### src/rtl/axi_apb_bridge_pkg.sv
// Shared definitions for the AXI4-Lite to APB bridge: FSM encodings, response codes
// and the captured-request record.
package axi_apb_bridge_pkg;

  localparam int ADDR_W = 32;
  localparam int DATA_W = 32;
  localparam int STRB_W = 4;
  localparam int IDX_W  = 3;

  localparam logic [2:0] ST_IDLE   = 3'd0;
  localparam logic [2:0] ST_SETUP  = 3'd1;
  localparam logic [2:0] ST_ACCESS = 3'd2;
  localparam logic [2:0] ST_RESP   = 3'd3;
  localparam logic [2:0] ST_ERR    = 3'd4;

  localparam logic [1:0] RESP_OKAY   = 2'b00;
  localparam logic [1:0] RESP_SLVERR = 2'b10;
  localparam logic [1:0] RESP_DECERR = 2'b11;

  typedef struct packed {
    logic [ADDR_W-1:0] addr;
    logic [DATA_W-1:0] data;
    logic [STRB_W-1:0] strb;
    logic              write;
  } apb_req_t;

endpackage

### src/rtl/axi_apb_bridge_slave_decode.sv
// Address-to-slave decoder: one-hot select from the index field plus a flag for
// indices that have no slave behind them.
module apb_slave_decode
  import axi_apb_bridge_pkg::*;
#(
  parameter int NSLV    = 4,
  parameter int SEL_LSB = 8
) (
  input  logic [ADDR_W-1:0] addr_i,
  output logic [NSLV-1:0]   psel_o,
  output logic              dec_err_o
);

  logic [IDX_W-1:0] idx;

  // NOTE: every output of a combinational block gets a default first, so no path leaves it unassigned (no latch).
  always_comb begin
    idx       = addr_i[SEL_LSB +: IDX_W];
    dec_err_o = (int'(idx) >= NSLV);
    psel_o    = '0;
    for (int k = 0; k < NSLV; k++) begin
      if (idx == IDX_W'(k)) psel_o[k] = 1'b1;
    end
  end

endmodule

### src/rtl/axi_apb_bridge.sv
// Single-outstanding AXI4-Lite slave that replays each request as one APB
// SETUP/ACCESS transfer, with a watchdog on slaves that never signal ready.
module axi_apb_bridge
  import axi_apb_bridge_pkg::*;
#(
  parameter int NSLV    = 4,
  parameter int SEL_LSB = 8,
  parameter int TIMEOUT = 255
) (
  input  logic                   clk_i,
  input  logic                   rst_ni,
  input  logic [ADDR_W-1:0]      awaddr_i,
  input  logic                   awvalid_i,
  output logic                   awready_o,
  input  logic [DATA_W-1:0]      wdata_i,
  input  logic [STRB_W-1:0]      wstrb_i,
  input  logic                   wvalid_i,
  output logic                   wready_o,
  output logic [1:0]             bresp_o,
  output logic                   bvalid_o,
  input  logic                   bready_i,
  input  logic [ADDR_W-1:0]      araddr_i,
  input  logic                   arvalid_i,
  output logic                   arready_o,
  output logic [DATA_W-1:0]      rdata_o,
  output logic [1:0]             rresp_o,
  output logic                   rvalid_o,
  input  logic                   rready_i,
  output logic [ADDR_W-1:0]      paddr_o,
  output logic [NSLV-1:0]        psel_o,
  output logic                   penable_o,
  output logic                   pwrite_o,
  output logic [DATA_W-1:0]      pwdata_o,
  output logic [STRB_W-1:0]      strobe_o,
  input  logic [NSLV-1:0]        pready_i,
  input  logic [DATA_W*NSLV-1:0] prdata_i
);

  localparam logic [7:0] WDOG_LAST = 8'(TIMEOUT - 1);

  logic [2:0]        state_q, state_d;
  apb_req_t          req_q, req_d;
  logic [NSLV-1:0]   sel_q, sel_d;
  logic              rd_prio_q, rd_prio_d;
  logic [7:0]        wdog_q, wdog_d;
  logic [1:0]        resp_q, resp_d;
  logic [DATA_W-1:0] rdata_q, rdata_d;

  logic              wr_elig, take_wr, take_rd;
  logic [ADDR_W-1:0] in_addr;
  logic [NSLV-1:0]   dec_sel;
  logic              dec_err;
  logic              slv_ready;
  logic [DATA_W-1:0] slv_rdata;

  // Arbitration only happens in IDLE; rd_prio breaks write/read ties.
  always_comb begin
    wr_elig = awvalid_i && wvalid_i;
    take_rd = (state_q == ST_IDLE) && arvalid_i && (!wr_elig || rd_prio_q);
    take_wr = (state_q == ST_IDLE) && wr_elig && !take_rd;
    in_addr = take_rd ? araddr_i : awaddr_i;
  end

  apb_slave_decode #(
    .NSLV    (NSLV),
    .SEL_LSB (SEL_LSB)
  ) u_decode (
    .addr_i    (in_addr),
    .psel_o    (dec_sel),
    .dec_err_o (dec_err)
  );

  always_comb begin
    slv_ready = |(pready_i & sel_q);
    slv_rdata = '0;
    for (int k = 0; k < NSLV; k++) begin
      if (sel_q[k]) slv_rdata = prdata_i[k*DATA_W +: DATA_W];
    end
  end

  always_comb begin
    state_d   = state_q;
    req_d     = req_q;
    sel_d     = sel_q;
    rd_prio_d = rd_prio_q;
    wdog_d    = wdog_q;
    resp_d    = resp_q;
    rdata_d   = rdata_q;
    case (state_q)
      ST_IDLE: begin
        if (take_wr || take_rd) begin
          req_d.addr  = in_addr;
          req_d.data  = wdata_i;
          req_d.strb  = wstrb_i;
          req_d.write = take_wr;
          sel_d       = dec_sel;
          rd_prio_d   = !rd_prio_q;
          state_d     = dec_err ? ST_ERR : ST_SETUP;
        end
      end
      ST_SETUP: begin
        wdog_d  = '0;
        state_d = ST_ACCESS;
      end
      ST_ACCESS: begin
        if (slv_ready) begin
          resp_d  = RESP_OKAY;
          rdata_d = req_q.write ? '0 : slv_rdata;
          state_d = ST_RESP;
        end else if (wdog_q == WDOG_LAST) begin
          resp_d  = RESP_SLVERR;
          rdata_d = '0;
          state_d = ST_RESP;
        end else begin
          wdog_d = wdog_q + 8'd1;
        end
      end
      ST_ERR: begin
        resp_d  = RESP_DECERR;
        rdata_d = '0;
        state_d = ST_RESP;
      end
      ST_RESP: begin
        if (req_q.write ? bready_i : rready_i) state_d = ST_IDLE;
      end
      default: state_d = ST_IDLE;
    endcase
  end

  // NOTE: sequential state uses <= so each register samples pre-edge values regardless of statement order.
  always_ff @(posedge clk_i) begin
    if (!rst_ni) begin
      state_q   <= ST_IDLE;
      req_q     <= '0;
      sel_q     <= '0;
      rd_prio_q <= 1'b0;
      wdog_q    <= '0;
      resp_q    <= RESP_OKAY;
      rdata_q   <= '0;
    end else begin
      state_q   <= state_d;
      req_q     <= req_d;
      sel_q     <= sel_d;
      rd_prio_q <= rd_prio_d;
      wdog_q    <= wdog_d;
      resp_q    <= resp_d;
      rdata_q   <= rdata_d;
    end
  end

  assign awready_o = take_wr;
  assign wready_o  = take_wr;
  assign arready_o = take_rd;

  assign psel_o    = (state_q == ST_SETUP || state_q == ST_ACCESS) ? sel_q : '0;
  assign penable_o = (state_q == ST_ACCESS);
  assign paddr_o   = req_q.addr;
  assign pwrite_o  = req_q.write;
  assign pwdata_o  = req_q.data;
  assign strobe_o  = req_q.strb;

  assign bvalid_o  = (state_q == ST_RESP) && req_q.write;
  assign rvalid_o  = (state_q == ST_RESP) && !req_q.write;
  assign bresp_o   = resp_q;
  assign rresp_o   = resp_q;
  assign rdata_o   = rdata_q;

endmodule

### config.mk
export PLATFORM = sky130hd
export DESIGN_NAME = axi_apb_bridge
export DESIGN_NICKNAME = d
export VERILOG_FILES = /design/src/rtl/axi_apb_bridge_pkg.sv /design/src/rtl/axi_apb_bridge_slave_decode.sv /design/src/rtl/axi_apb_bridge.sv
export SDC_FILE = /design/constraint.sdc
export NUM_CORES = 1
export LEC_CHECK = 0
export BUFFER_PORTS_ARGS = -buffer_cell sky130_fd_sc_hd__buf_2
export CAP_MARGIN = 15
export CORE_MARGIN = 2
export CORE_UTILIZATION = 25
export DETAILED_ROUTE_END_ITERATION = 10
export GPL_TIMING_DRIVEN = 0
export HOLD_SLACK_MARGIN = 0.05
export SYNTH_ARGS = -nofsm -noshare
export SYNTH_HDL_FRONTEND = slang
export SYNTH_HIERARCHICAL = 1
export SYNTH_SLANG_ARGS = --single-unit
export TNS_END_PERCENT = 10
### constraint.sdc
create_clock -name clk_i -period 1.9 [get_ports clk_i]
set_input_delay 0.38 -clock clk_i [delete_from_list [all_inputs] [get_ports clk_i]]
set_output_delay 0.38 -clock clk_i [all_outputs]
set_load 0.01 [all_outputs]
==> metrics.txt <==
drt wl/cell about 16 um; I/O Buffers 352; Critical Setup Path Class register to output pin; Die Area around 26,000 sq um; met2 Use GR 32.0%; Leak ~4.2 nW; final antenna-violating net count 0; core footprint about 24,000 sq um; share of the synthesized area in the top cell type between 30% and 40%; Final nets around 1,400; Setup Skew 0.00985 ns; synth top area cells dfxtp_1, nand2_1, mux2i_1; final slew viol count 0; GR Util met1 about 20%; Initial Util 25.3%; Cell Area, Synth around 6100 sq um; gr ovfl total 0; clk_lat worst skew roughly 0.41 ns; Mapped Cells between 700 and 800; ratio of final minimum period to clock period 111%; vias in the first global route around 6,700; Most common cell on crit path buf_6; slack of the critical path -0.204 ns; GRT Util Overall between 15 and 20%; DRT Pass-1 Iters 4; Commonest cells post-synth nand2_1, dfxtp_1, nor2_1, clkbuf_1, a21boi_0; worst path required time around 1.5 ns; Peak Freq roughly 480 MHz; dominant synthesized flop cell dfxtp_1; GPL Wtd Cong 0.922; Async SR Flop Fraction 0%; via count roughly 6,700; Arr. time, crit path ~1.7 ns; DRT Wirelength approximately 24,000 um; GR peak layer met2; PD cells 1220 nW/um^2; Max FO, Critical Path 3; largest net degree at the start of global routing 17; Slew @ Worst Pin between 0.6 and 0.7 ns; Diodes inserted 0; IR Drop Worst-Case VDD 536 uV; Final Hold Viols 0; fillers 2,542; Synth Area per Inst ~8 sq um; Crit-path slowest cell dfxtp_4; Setup crit end kind output pin; Pwr Total roughly 11 mW; Startpoint Class register; CTS Sinks approximately 120; num rows 57; Reg area 2390 sq um; hold buffers post-CTS 0; placed cell areas approximately 8300 sq um; Max H-tree Level 4; Syn Nets ~990; RSZ-0062 raised after global routing true; multi-input logic area between 3000 and 4000 sq um; Design Area, Final 9300 sq um; root buf cell clkbuf_16; initial antenna violation count 1; HPWL after DPL approximately 18,000 um; number of flops mapped to enable cells by yosys 0; layout cells sized above 1 a little over two fifths; CTS Buf Count 17; vias per cell 4.54; run status finished, violations left; sequential share of the synthesized area just under 40%; Setup Viol. Count Final 22; Worst Hold Slack approximately 0.22 ns; library cells used by synthesis 41; max-cap violation count 0; failing checks negative setup slack; crit path cell chain nor3_4, o211ai_4, buf_12, and3_4, buf_6, buf_6; Yosys top cell by area dfxtp_1; TritonCTS clock tree built; most frequent cell after synthesis nand2_1; Clock transition at path regs 0.06 ns; Layout Area Growth over Synthesis 51.9%; Synth Register Bits around 120; CTS Buffer Depth 2; DRC errors left 0; initial drt markers 309; final core utilization around 38%; first-pass GRT wire length between 30,000 and 40,000 um; die extent in y ~160 um; CP peak stage delay 0.35 ns; Yosys warning total 6; min Tclk post-route 2.10 ns; Die Width between 150 and 200 um; slew margin rel. between 50 and 60%; number of I/O pins 354; worst hold-check path type input pin to register; grt met3 use roughly 4.2%
worst max-delay path, delay by kind of cell (launching register included):
family	cells	cell delay (ns)
flip-flops	1	0.35
AND/OR/NAND/NOR	2	0.47
AO/OA/AOI/OAI	1	0.14
buffers and inverters	3	0.36
layout make-up:
type	instances	share of cell area (%)
multi-input cells	561	37.5
flip-flops and latches	119	25.7
repair buffers	371	21.3
clock buffers	18	4.72
well taps	324	4.36
plain buffers	64	4.06
clock inverters	14	2.13
inverters	3	0.175
through the flow:
stage	setup slack (ns)	instances	TNS (ns)
3_5_place_dp	-0.466	1426	-23.10
2_1_floorplan	0.0400	750	0
6_report	-0.204	1474	-1.39
5_1_grt	-0.276	1474	-4.26
4_1_cts	-0.210	1470	-1.70
3_3_place_gp	-0.450	1426	-19.76
worst paths after layout:
| path | startpoint | cells after the start | slack [ns] | end |
|---|---|---|---|---|
| worst max-delay path | state_q[0] | 6 | -0.20 | wready_o |
| worst max register to register | state_q[0] | 10 | -0.07 | paddr_o[3] |
| worst min register to register | rdata_o[24] | 2 | 0.45 | rdata_o[24] |
| worst min-delay path | wdata_i[20] | 3 | 0.22 | pwdata_o[20] |
cell usage in the layout, fill, tap and decap left out, types with 6 or more instances in the layout:
cell type    n
a21boi_0    40
a221oi_1    32
buf_2      356
buf_4       15
buf_6       16
clkbuf_1    30
clkbuf_16   17
clkbuf_4     8
dfxtp_1    114
mux2_2      23
mux2_4       9
mux2i_1     34
nand2_1    191
nor2_1      70
nor2_2       6
nor2b_1     38
o21ai_0     34
o31ai_1     32
xnor2_1      7
power breakdown:
| group | total (mW) | switching (mW) | leakage, nW | internal, mW |
|---|---|---|---|---|
| clock | 3.52 | 1.28 | 0.307 | 2.24 |
| combinational | 4.47 | 2.48 | 2.92 | 1.99 |
| sequential | 3.31 | 0.301 | 0.976 | 3.01 |
| total | 11.3 | 4.06 | 4.20 | 7.25 |
per-layer routing:
metal,vias up,wire length [um]
li1,3342,-
met1,3052,9960
met2,260,11600
met3,33,1460
met4,2,488
met5,-,13
sequential cells by signal (all words and copies together), names as in the netlist:
signal / count
strobe_o: 4
state_q: 3
wdog_q: 8
bresp_o: 2
rd_prio_q: 1
rdata_o: 32
paddr_o: 32
pwrite_o: 1
pwdata_o: 32
sel_q: 4
cell families (layout without fill, tap and decap cells):
group                    after synthesis  count (layout)  share of synthesized area [%]
buffers and inverters                 70             470                           5.56
flip-flops                           119             119                           38.9
adder cells (fa/ha/maj)                2               2                          0.409
AND/OR/NAND/NOR                      334             334                           24.1
multiplexers                          66              66                           11.9
AO/OA/AOI/OAI                        152             152                           18.1
XOR/XNOR                               7               7                           1.00
repair_timing:
action	4_1_cts	5_1_grt
setup buffers	14	6
endpoints found under the setup margin	92	117
pin swaps	6	10
resized for setup	52	44
(Power assumes the default switching activity.)
